$ cat config.mk
export PLATFORM = sky130hd
export DESIGN_NAME = sqrt_arbiter
export DESIGN_NICKNAME = d
export VERILOG_FILES = /design/src/rtl/sqrt_arbiter.sv
export SDC_FILE = /design/constraint.sdc
export NUM_CORES = 1
export LEC_CHECK = 0
export ABC_AREA = 1
export BUFFER_PORTS_ARGS = -buffer_cell sky130_fd_sc_hd__buf_2
export CAP_MARGIN = 20
export CORE_MARGIN = 3
export CORE_UTILIZATION = 49
export DETAILED_ROUTE_END_ITERATION = 8
export HOLD_SLACK_MARGIN = 0.02
export PLACE_DENSITY = 0.95
export SYNTH_ARGS = -nofsm -noshare
export SYNTH_HDL_FRONTEND = slang
export SYNTH_SLANG_ARGS = --single-unit
$ cat constraint.sdc
create_clock -name clk -period 2.51 [get_ports clk]
set_clock_uncertainty 0.05 [all_clocks]
set_input_delay 0.1255 -clock clk [delete_from_list [all_inputs] [get_ports clk]]
set_output_delay 0.1255 -clock clk [all_outputs]
set_load 0.05 [all_outputs]
$ cat src/rtl/sqrt_arbiter.sv
// Shares one iterative sqrt unit between NUM_REQ level requesters, with a WAIT-state watchdog.
// Define SQRT_ARB_RR_EN for round-robin arbitration; the default build uses fixed priority (lowest index wins).
module sqrt_arbiter #(
  parameter int NUM_REQ  = 4,
  parameter int MAX_WAIT = 32
) (
  input  logic                       clk,
  input  logic                       resetn,
  input  logic [NUM_REQ-1:0]         req,
  input  logic [32*NUM_REQ-1:0]      req_square,
  output logic [NUM_REQ-1:0]         done,
  output logic [31:0]                result,
  output logic                       err,
  output logic [$clog2(NUM_REQ)-1:0] grant_idx,
  output logic                       active,
  output logic                       sq_calculate,
  output logic [31:0]                sq_square,
  input  logic [31:0]                sq_root,
  input  logic                       sq_busy,
  output logic [2:0]                 dbg_state
);

  localparam int IDX_W = $clog2(NUM_REQ);
  localparam int CNT_W = $clog2(MAX_WAIT);

  typedef enum logic [2:0] {
    IDLE  = 3'd0,
    START = 3'd1,
    ARM   = 3'd2,
    WAIT  = 3'd3,
    RESP  = 3'd4
  } state_t;

  state_t             state_q, state_d;
  logic [IDX_W-1:0]   grant_idx_q, grant_idx_d;
  logic [31:0]        sq_square_q, sq_square_d;
  logic [31:0]        result_q, result_d;
  logic               err_q, err_d;
  logic [CNT_W-1:0]   wait_cnt_q, wait_cnt_d;
  logic [IDX_W-1:0]   winner;

`ifdef SQRT_ARB_RR_EN
  // rr_ptr_q is where the next search begins: one past the most recent grant.
  logic [IDX_W-1:0]   rr_ptr_q, rr_ptr_d;

  always_comb begin
    logic found;
    int   idx;
    winner = rr_ptr_q;
    found  = 1'b0;
    idx    = 0;
    for (int k = 0; k < NUM_REQ; k++) begin
      idx = (int'(rr_ptr_q) + k) % NUM_REQ;
      if (!found && req[idx]) begin
        winner = IDX_W'(idx);
        found  = 1'b1;
      end
    end
  end

  always_comb begin
    rr_ptr_d = rr_ptr_q;
    if (state_q == IDLE && (|req)) begin
      rr_ptr_d = (winner == IDX_W'(NUM_REQ - 1)) ? '0 : winner + 1'b1;
    end
  end

  always_ff @(posedge clk) begin
    if (!resetn) rr_ptr_q <= '0;
    else         rr_ptr_q <= rr_ptr_d;
  end
`else
  always_comb begin
    winner = '0;
    for (int i = NUM_REQ - 1; i >= 0; i--) begin
      if (req[i]) winner = IDX_W'(i);
    end
  end
`endif

  always_comb begin
    state_d     = state_q;
    grant_idx_d = grant_idx_q;
    sq_square_d = sq_square_q;
    result_d    = result_q;
    err_d       = err_q;
    wait_cnt_d  = wait_cnt_q;
    case (state_q)
      IDLE: begin
        if (|req) begin
          grant_idx_d = winner;
          sq_square_d = req_square[32*winner +: 32];
          state_d     = START;
        end
      end
      START: state_d = ARM;
      ARM: begin
        // The unit only raises busy a cycle after the start pulse, so busy is not trusted here.
        wait_cnt_d = '0;
        state_d    = WAIT;
      end
      WAIT: begin
        wait_cnt_d = wait_cnt_q + 1'b1;
        if (!sq_busy) begin
          result_d = sq_root;
          err_d    = 1'b0;
          state_d  = RESP;
        end else if (wait_cnt_q == CNT_W'(MAX_WAIT - 1)) begin
          result_d = '0;
          err_d    = 1'b1;
          state_d  = RESP;
        end
      end
      RESP:    state_d = IDLE;
      default: state_d = IDLE;
    endcase
  end

  always_ff @(posedge clk) begin
    if (!resetn) begin
      state_q     <= IDLE;
      grant_idx_q <= '0;
      sq_square_q <= '0;
      result_q    <= '0;
      err_q       <= 1'b0;
      wait_cnt_q  <= '0;
    end else begin
      state_q     <= state_d;
      grant_idx_q <= grant_idx_d;
      sq_square_q <= sq_square_d;
      result_q    <= result_d;
      err_q       <= err_d;
      wait_cnt_q  <= wait_cnt_d;
    end
  end

  // Outputs are decoded from registered state only, so they are glitch-free and one cycle wide.
  always_comb begin
    done = '0;
    if (state_q == RESP) done[grant_idx_q] = 1'b1;
  end

  assign sq_calculate = (state_q == START);
  assign active       = (state_q != IDLE);
  assign grant_idx    = grant_idx_q;
  assign sq_square    = sq_square_q;
  assign result       = result_q;
  assign err          = err_q;
  assign dbg_state    = state_q;

endmodule

### Word-level counts from Yosys, hierarchy flattened

Cells that the tools add are included.

* flip-flop bits (word level): 75
* input bits: 167

* $add $sub $neg: 1
* magnitude comparators: 2
* equality and inequality tests: 8
* shift operators: 1
* mux-type cells: 16
* reductions and logical operators: 8

Operator list (number)
* 128-bit by 8-bit indexed part select with 32-bit output: 1
* 32-bit 2-to-1 mux: 2
* 3-bit case mux with 4 select lines: 1
* 5-bit case mux with 2 select lines: 1
* 3-bit 2-to-1 mux: 3
* 2-bit 2-to-1 mux: 4
* 3-bit by 2-bit equality test with 1-bit output (second input constant): 2
* 2-bit AND reduction: 3
* 5-bit by 1-bit adder with 5-bit output (second input constant): 1
* 5-bit equality test (second input constant): 1
* 4-bit 2-to-1 mux: 1
* 4-bit OR reduction: 1
* 3-bit by 1-bit equality test with 1-bit output (second input constant): 1
* 3-bit equality test (second input constant): 1
* 3-bit logical NOT: 1
* 2-bit by 3-bit less-than comparator with 1-bit output (second input constant): 1
* 1-bit 2-to-1 mux: 3
* 3-bit != test (second input constant): 1
* 3-bit nonzero test: 1
* 1-bit demux with 2-bit select: 1
* 2-bit by 1-bit greater-or-equal comparator with 1-bit output (second input constant): 1
* 2-bit by 1-bit != test with 1-bit output (second input constant): 1
* 2-bit != test (second input constant): 1
* 2-bit nonzero test: 1
* 1-bit logical AND: 1

### Depth between registers and ports, before layout

Gate-level depths: netlist of the first run.

* word-level depth: 5
* gate-level depth with buffers: 11
* gate-level depth less buffers: 9

### Least setup slack after synthesis of the first run

OpenSTA, ideal clock, no wires.

* path kind: reg2out
* start: reg state_q[2] (netlist: dbg_state[2])
* end: out done[0]
* arrival time: 1.914 ns
* required time: 2.335 ns
* slack: 0.420 ns
* stages on the path, launching flop included: 3
* buffers on the path: 0
* cell sequence: dfxtp_1 nand2_1 nor3_1

* cells in the longest elaborated chain, start to end: 2

Ends and longest elaborated chain
* start, declared: line 34 `state_t state_q, state_d;`
* start signal, assigned: line 128 `state_q <= state_d;`
* 3-bit equality test: line 140 `if (state_q == RESP) done[grant_idx_q] = 1'b1;`
* 4-bit 2-to-1 mux: line 140
* end, declared: line 11 `output logic [NUM_REQ-1:0] done,`

No other way between the ends.

### Worst setup path after layout of the first run

* start: reg state_q[1] (netlist: dbg_state[1])
* end: reg result_q[29] (netlist: result[29])

* cells in the longest elaborated chain, start to end: 2

Ends and longest elaborated chain
* 3-bit by 2-bit equality test with 1-bit output: line 88 `case (state_q)`
* 2-bit AND reduction (no source line)
* end signal, assigned: line 131 `result_q <= result_d;`
* end, declared: line 37 `logic [31:0] result_q, result_d;`

No other way between the ends.
A chain may end at the register's enable or synchronous reset.

==> out/results.ini, run 1 <==
[outcome]
status = finished clean

[synthesis]
ys_seq_area_share_pct = 33.13
synth.distinct_cells = 24
async_reset_ff_share_pct = 0
netlist.area_leader.share_pct = 33.13
synthTopCellsByCount = nand2_1, inv_1, nand3_1
ys_ff_latch = 75
syn_inst = 772
synth.most_common_cell = nand2_1
synth_edf_count = 0
syn_area_per_cell_um2 = 5.870
yosysWarnings = 0
synth-main-ff-cell = dfxtp_1
synth_nets = 941
ys_top_cells_by_area = dfxtp_1, nand3_1, nand2_1, inv_1, nor2_1
netlist_area_um2 = 4532
synth_top_area_cell = dfxtp_1

[cells_and_area]
area_growth_pct = 38.82
num-fill-cells = 727
nets = 1191
drive_gt1_share_pct = 27.56

[worst_setup_path]
critPathMaxFanout = 33
crit_arrival_ps = 2020
end_kind = flop
reg2reg_from = dbg_state[1]
r2r_end = result[29]
crit_path_start_kind = flop
r2r_cells = 4
worst_ep_required_time_ps = 2710
critical_path_class = reg -> reg
r2r_slack_ps = 680

[clock_network]
clock-sinks = 75
cts_tree = yes
clk_path_buf_depth = 2
postCtsSetupBuffers = 0
cts.repair.resized = 0
cts-root-buf = clkbuf_8
h-tree-depth = 3
clk_pin_slew_worst_paths_ps = 100
cts_hold_buf = 33
clk_latency_ps = 340
cts_buffers = 9

[hold_path]
hp-start = req_square[72]
hp-class = in -> reg
holdPathStages = 7
holdPathEnd = sq_square[8]

[global_route]
grt_pass1_wl_mm = 23.19
grt_pass1_vias = 5099
antenna_found_initial = 0
grt_start_max_net_pins = 65
grt_use_total_pct = 27.73
overflow = 0

[die]
start_util_pct = 51.22
core_area_um2 = 8848
dieWidth_um = 102.2
fp.dieH_um = 102.2
rows = 34
top_level_ports = 243
die_area_um2 = 10440

[timing]
slew_headroom_pct = 51.39
grt_setup_unrepaired = false
tns_ps = 0
setup_violations = 0
clock.fmax_ghz = 0.5475
tightest_slew_ps = 727.4
fin_ws_ps = 683.5
hold_viol = 0
period_needed_ps = 1826
slew_violations = 0
period_share_pct = 72.77

[route]
drcViolationCount = 0
drtIter0Drc = 261
wl_per_cell_um = 13.39
ant_nets = 0
vias_per_cell = 4.982
vias = 5659
drt-pass1-iter-count = 5
wl_mm = 15.22

[placement]
io_buffers = 242
place.gp.congestion = 0.8180
place_ws_ps = 736.1
hpwlAfterDp_mm = 10.11

[flow_run]
maxCapViolations = 0

[power_and_ir_drop]
peakVddDrop_mv = 0.4728
power.density_nw_per_um2 = 546.5
p_leak_nw = 3.807

==> flip-flops by register name, summed over array words and instances, names as in the netlist <==
name        flops
dbg_state       3
sq_square      32
err             1
grant_idx       2
result         32
wait_cnt_q      5
==> per-stage QoR <==
step / hold WS [ps] / power, mW / area [µm²] / std cells / utilization [%]
2_1_floorplan: 213.9 / 2.186 / 4532 / 772 / -
3_3_place_gp: 329.2 / 2.485 / 5741 / 1085 / 64.88
3_5_place_dp: 334.9 / 2.502 / 5741 / 1085 / 64.88
4_1_cts: 99.48 / 3.443 / 6261 / 1134 / 70.76
5_1_grt: 131.6 / 3.636 / 6289 / 1135 / 71.07
6_report: 109.2 / 3.438 / 6291 / 1136 / 71.10
==> report_power, final <==
| group | total, mW | leakage (nW) | internal (mW) | switching, mW |
|---|---|---|---|---|
| sequential | 1.34 | 0.614 | 1.28 | 0.0590 |
| clock | 0.902 | 0.0986 | 0.387 | 0.515 |
| combinational | 1.19 | 3.09 | 0.390 | 0.803 |
| total | 3.44 | 3.81 | 2.06 | 1.38 |
==> how the worst max path moves through the flow <==
stage,start,endpoint,slack (ps)
final,dbg_state[1],result[29],680
after floorplan,dbg_state[2],done[0],420
after global placement,req[2],sq_square[21],770
after CTS,dbg_state[0],sq_square[2],720
after detailed placement,dbg_state[0],sq_square[5],740
after global routing,dbg_state[0],sq_square[2],520
==> final cells by class <==
| cell class | count | area (µm²) | area share (%) |
|---|---|---|---|
| Clock inverter | 7 | 66.31 | 1.054 |
| Timing Repair Buffer | 286 | 1682 | 26.73 |
| Antenna cell | 1 | 2.502 | 0.03978 |
| Inverter | 177 | 664.4 | 10.56 |
| Multi-Input combinational cell | 473 | 2116 | 33.63 |
| Clock buffer | 9 | 123.9 | 1.969 |
| Tap cell | 108 | 135.1 | 2.148 |
| Sequential cell | 75 | 1501 | 23.87 |
==> cells in the final DEF, fill, tap and decap left out, drive strengths merged <==
| master | Yosys | layout |
|---|---|---|
| buf | 37 | 253 |
| inv | 177 | 182 |
| nand2 | 179 | 179 |
| nand3 | 163 | 163 |
| dfxtp | 75 | 75 |
| nor2 | 75 | 75 |
| a21oi | 41 | 41 |
| dlygate4sd3 | 0 | 33 |
| clkbuf | 10 | 9 |
| nor3 | 5 | 5 |
| o21ai | 5 | 5 |
| a211oi | 2 | 2 |
| ha | 2 | 2 |
| clkinv | 0 | 2 |
| diode | 0 | 1 |
| nor3b | 1 | 1 |
==> routing by layer <==
layer  track usage, %  wire length [µm]  up-vias
li1                 -                 -     2827
met1            32.05              5840     2491
met2            47.68              7498      282
met3            6.280              1220       59
met4            14.63               656        0
met5                0                 0        -
==> cell families after synthesis <==
family	share of synthesized area (%)
buffers and inverters	20.29
adders and majority gates	0.5521
DFF	33.13
AOI/OAI and AO/OA	5.494
and+or+nand+nor	40.53
==> critical path: stages, from the launching register on <==
cell     delay [ps]
dfxtp_1         510
nand3_4         150
nor2_4          580
nand2_1         190
a21oi_1         260
Power figures use the tool's default switching activity.
==> run 2, diff against run 1 <==
--- a/config.mk
+++ b/config.mk
@@ -9,10 +9,10 @@
 export BUFFER_PORTS_ARGS = -buffer_cell sky130_fd_sc_hd__buf_2
 export CAP_MARGIN = 20
 export CORE_MARGIN = 3
-export CORE_UTILIZATION = 49
+export CORE_UTILIZATION = 46
 export DETAILED_ROUTE_END_ITERATION = 8
 export HOLD_SLACK_MARGIN = 0.02
-export PLACE_DENSITY = 0.95
+export PLACE_DENSITY = 0.92
 export SYNTH_ARGS = -nofsm -noshare
 export SYNTH_HDL_FRONTEND = slang
 export SYNTH_SLANG_ARGS = --single-unit
==> constraint.sdc (replaced) <==
create_clock -name clk -period 1.8 [get_ports clk]
set_clock_uncertainty 0.05 [all_clocks]
set_input_delay 0.09 -clock clk [delete_from_list [all_inputs] [get_ports clk]]
set_output_delay 0.09 -clock clk [all_outputs]
set_load 0.05 [all_outputs]
==> out/results.ini, run 2 (same netlist as run 1, synthesis figures left out) <==
[route]
drcViolationCount = 0  ; unchanged
ant_nets = 0  ; unchanged
vias = 5614  ; -0.80%
drt-pass1-iter-count = 5  ; unchanged
drtIter0Drc = 466  ; +79%
routed-wl-met2_mm = 7.535  ; +0.49%
wl_mm = 15.11  ; -0.68%
vias_per_cell = 4.848  ; -2.7%
top_layer = met4
wl_per_cell_um = 13.05  ; -2.6%
wl_met1_mm = 5.863  ; +0.39%
wl_met3_um = 998  ; -18%

[hold_path]
hp-class = in -> reg
holdPathStages = 7  ; unchanged
holdPathEnd = sq_square[11]
hp-start = req_square[75]

[worst_setup_path]
r2r_cells = 8  ; +4
end_kind = flop
crit_top_cell = ha_1
cp_slowest_stage_delay_ps = 340  ; -240 ps
crit_arrival_ps = 1900  ; -120 ps
path_depth = 8  ; +4
cp_slowest_cell = dfxtp_1
r2r_end = result[21]
r2r_slack_ps = 110  ; -570 ps
critPathMaxFanout = 34  ; +3.0%
critical-path-top-delay-family = adder cells
crit_path_start_kind = flop
cp.buffers_inverters = 2  ; +2
worst_ep_required_time_ps = 2010  ; -700 ps
critical_path_class = reg -> reg
reg2reg_from = wait_cnt_q[0]
cp-startpoint = wait_cnt_q[0]
crit_chain = ha_1 -> inv_1 -> nor2_1 -> ha_1 -> o21ai_2 -> buf_12 -> nand2_1 -> a21oi_1

[cells_and_area]
area_growth_pct = 41.03
multi_input_area_um2 = 2128  ; +0.59%
num-fill-cells = 810  ; +11%
final_cell_area_um2 = 6391  ; +1.6%
nets = 1193  ; +0.17%
ff_latch_area_um2 = 1501  ; unchanged
final_util_pct = 67.88  ; -3.2 points
drive_gt1_share_pct = 27.92  ; +0.36 points
final_cell_mix = buf_2, nand2_1, inv_1
layout_commonest_cell = buf_2

[power_and_ir_drop]
peakVddDrop_mv = 0.5912  ; +25%
power.density_nw_per_um2 = 776.1  ; +42%
clkPwrFrac_pct = 28.5  ; +2.2 points
p_int_mw = 3.121  ; +51%
p_sw_mw = 1.839  ; +34%
sw_frac_of_total_pct = 37.08  ; -3.0 points
pwr-share-seq_pct = 37.7  ; -1.4 points
combPwrFrac_pct = 33.7  ; -1.0 points
p_leak_nw = 3.831  ; +0.65%

[timing]
period_share_pct = 93.71  ; +21 points
slew_violations = 0  ; unchanged
hold_viol = 0  ; unchanged
setup_violations = 0  ; unchanged
period_needed_ps = 1687  ; -139.8 ps
slew_headroom_pct = 72.74  ; +21 points
clock.fmax_ghz = 0.5929  ; +8.3%
tightest_slew_ps = 409.0  ; -318.5 ps

[die]
start_util_pct = 48.13  ; -3.1 points
core_area_um2 = 9415  ; +6.4%
rows = 35  ; +2.9%
top_level_ports = 243  ; unchanged
dieWidth_um = 105.3  ; +3.0%
die_area_um2 = 11080  ; +6.1%
fp.dieH_um = 105.3  ; +3.0%

[global_route]
antenna_found_initial = 1  ; +1
overflow = 0  ; unchanged
grt_pass1_wl_mm = 24.48  ; +5.6%
grt_pass1_vias = 5277  ; +3.5%
grt_use_total_pct = 26.68  ; -1.1 points
grt_start_max_net_pins = 66  ; +1.5%

[clock_network]
cts_buffers = 9  ; unchanged
cts-root-buf = clkbuf_8
clk_path_buf_depth = 2  ; unchanged
h-tree-depth = 3  ; unchanged
clock-sinks = 75  ; unchanged
postCtsSetupBuffers = 0  ; unchanged
clk_latency_ps = 340  ; about the same
cts_tree = yes
clk_pin_slew_worst_paths_ps = 80  ; -20 ps

[placement]
io_buffers = 242  ; unchanged
place.gp.congestion = 0.8346  ; +2.0%
place_area_um2 = 5829  ; +1.5%
hpwlAfterDp_mm = 10.23  ; +1.2%

[outcome]
status = finished clean

[flow_run]
maxCapViolations = 0  ; unchanged

## run 2: cell type report
cell class	instances	area share, %
Tap cell	129	2.525
Antenna cell	1	0.03915
Clock buffer	9	1.938
Sequential cell	75	23.49
Clock inverter	6	1.410
Inverter	177	10.40
Multi-Input combinational cell	473	33.30
Timing Repair Buffer	288	26.90
## run 2: worst max-delay path by stage
stage	slack (ps)	end
after CTS	130	result[25]
after global placement	320	result[4]
after floorplan	-250	done[0]
final	110	result[21]
after global routing	-2	done[3]
after detailed placement	190	result[14]
## run 2: power by group through the flow
stage / combinational (mW) / sequential, mW / clock (mW)
after global routing: 1.83 / 1.89 / 1.51
after CTS: 1.66 / 1.87 / 1.44
final: 1.67 / 1.87 / 1.41
after floorplan: 0.698 / 2.35 / 0
after global placement: 1.58 / 1.90 / 0
after detailed placement: 1.60 / 1.91 / 0
## run 2: worst register-to-register path, cell delays in order (launching register included)
cell	delay (ps)
dfxtp_1	340
ha_1	240
inv_1	60
nor2_1	40
ha_1	200
o21ai_2	170
buf_12	210
nand2_1	110
a21oi_1	180
## run 2: per-stage QoR
stage	power [mW]	std cells	setup TNS [ps]	worst slack, ps	hold WS, ps
after floorplan	3.050	772	-1016	-254.1	178.4
after global placement	3.484	1109	0	323.4	292.6
after detailed placement	3.510	1109	0	185.7	299.3
after CTS	4.980	1157	0	125.6	56.84
after global routing	5.235	1158	-2.281	-2.281	103.4
final	4.960	1158	0	113.3	80.09
## run 2: per-layer routing
layer,up-vias,global-route usage (%)
met5,-,0
met4,0,14.43
met3,59,5.634
met2,247,46.86
met1,2473,29.99
li1,2835,-
## run 2: what timing repair did
item,in CTS,in global routing
setup endpoints to repair,0,2
hold endpoints to repair,36,0
hold buffers,33,0
gates resized for setup,0,4
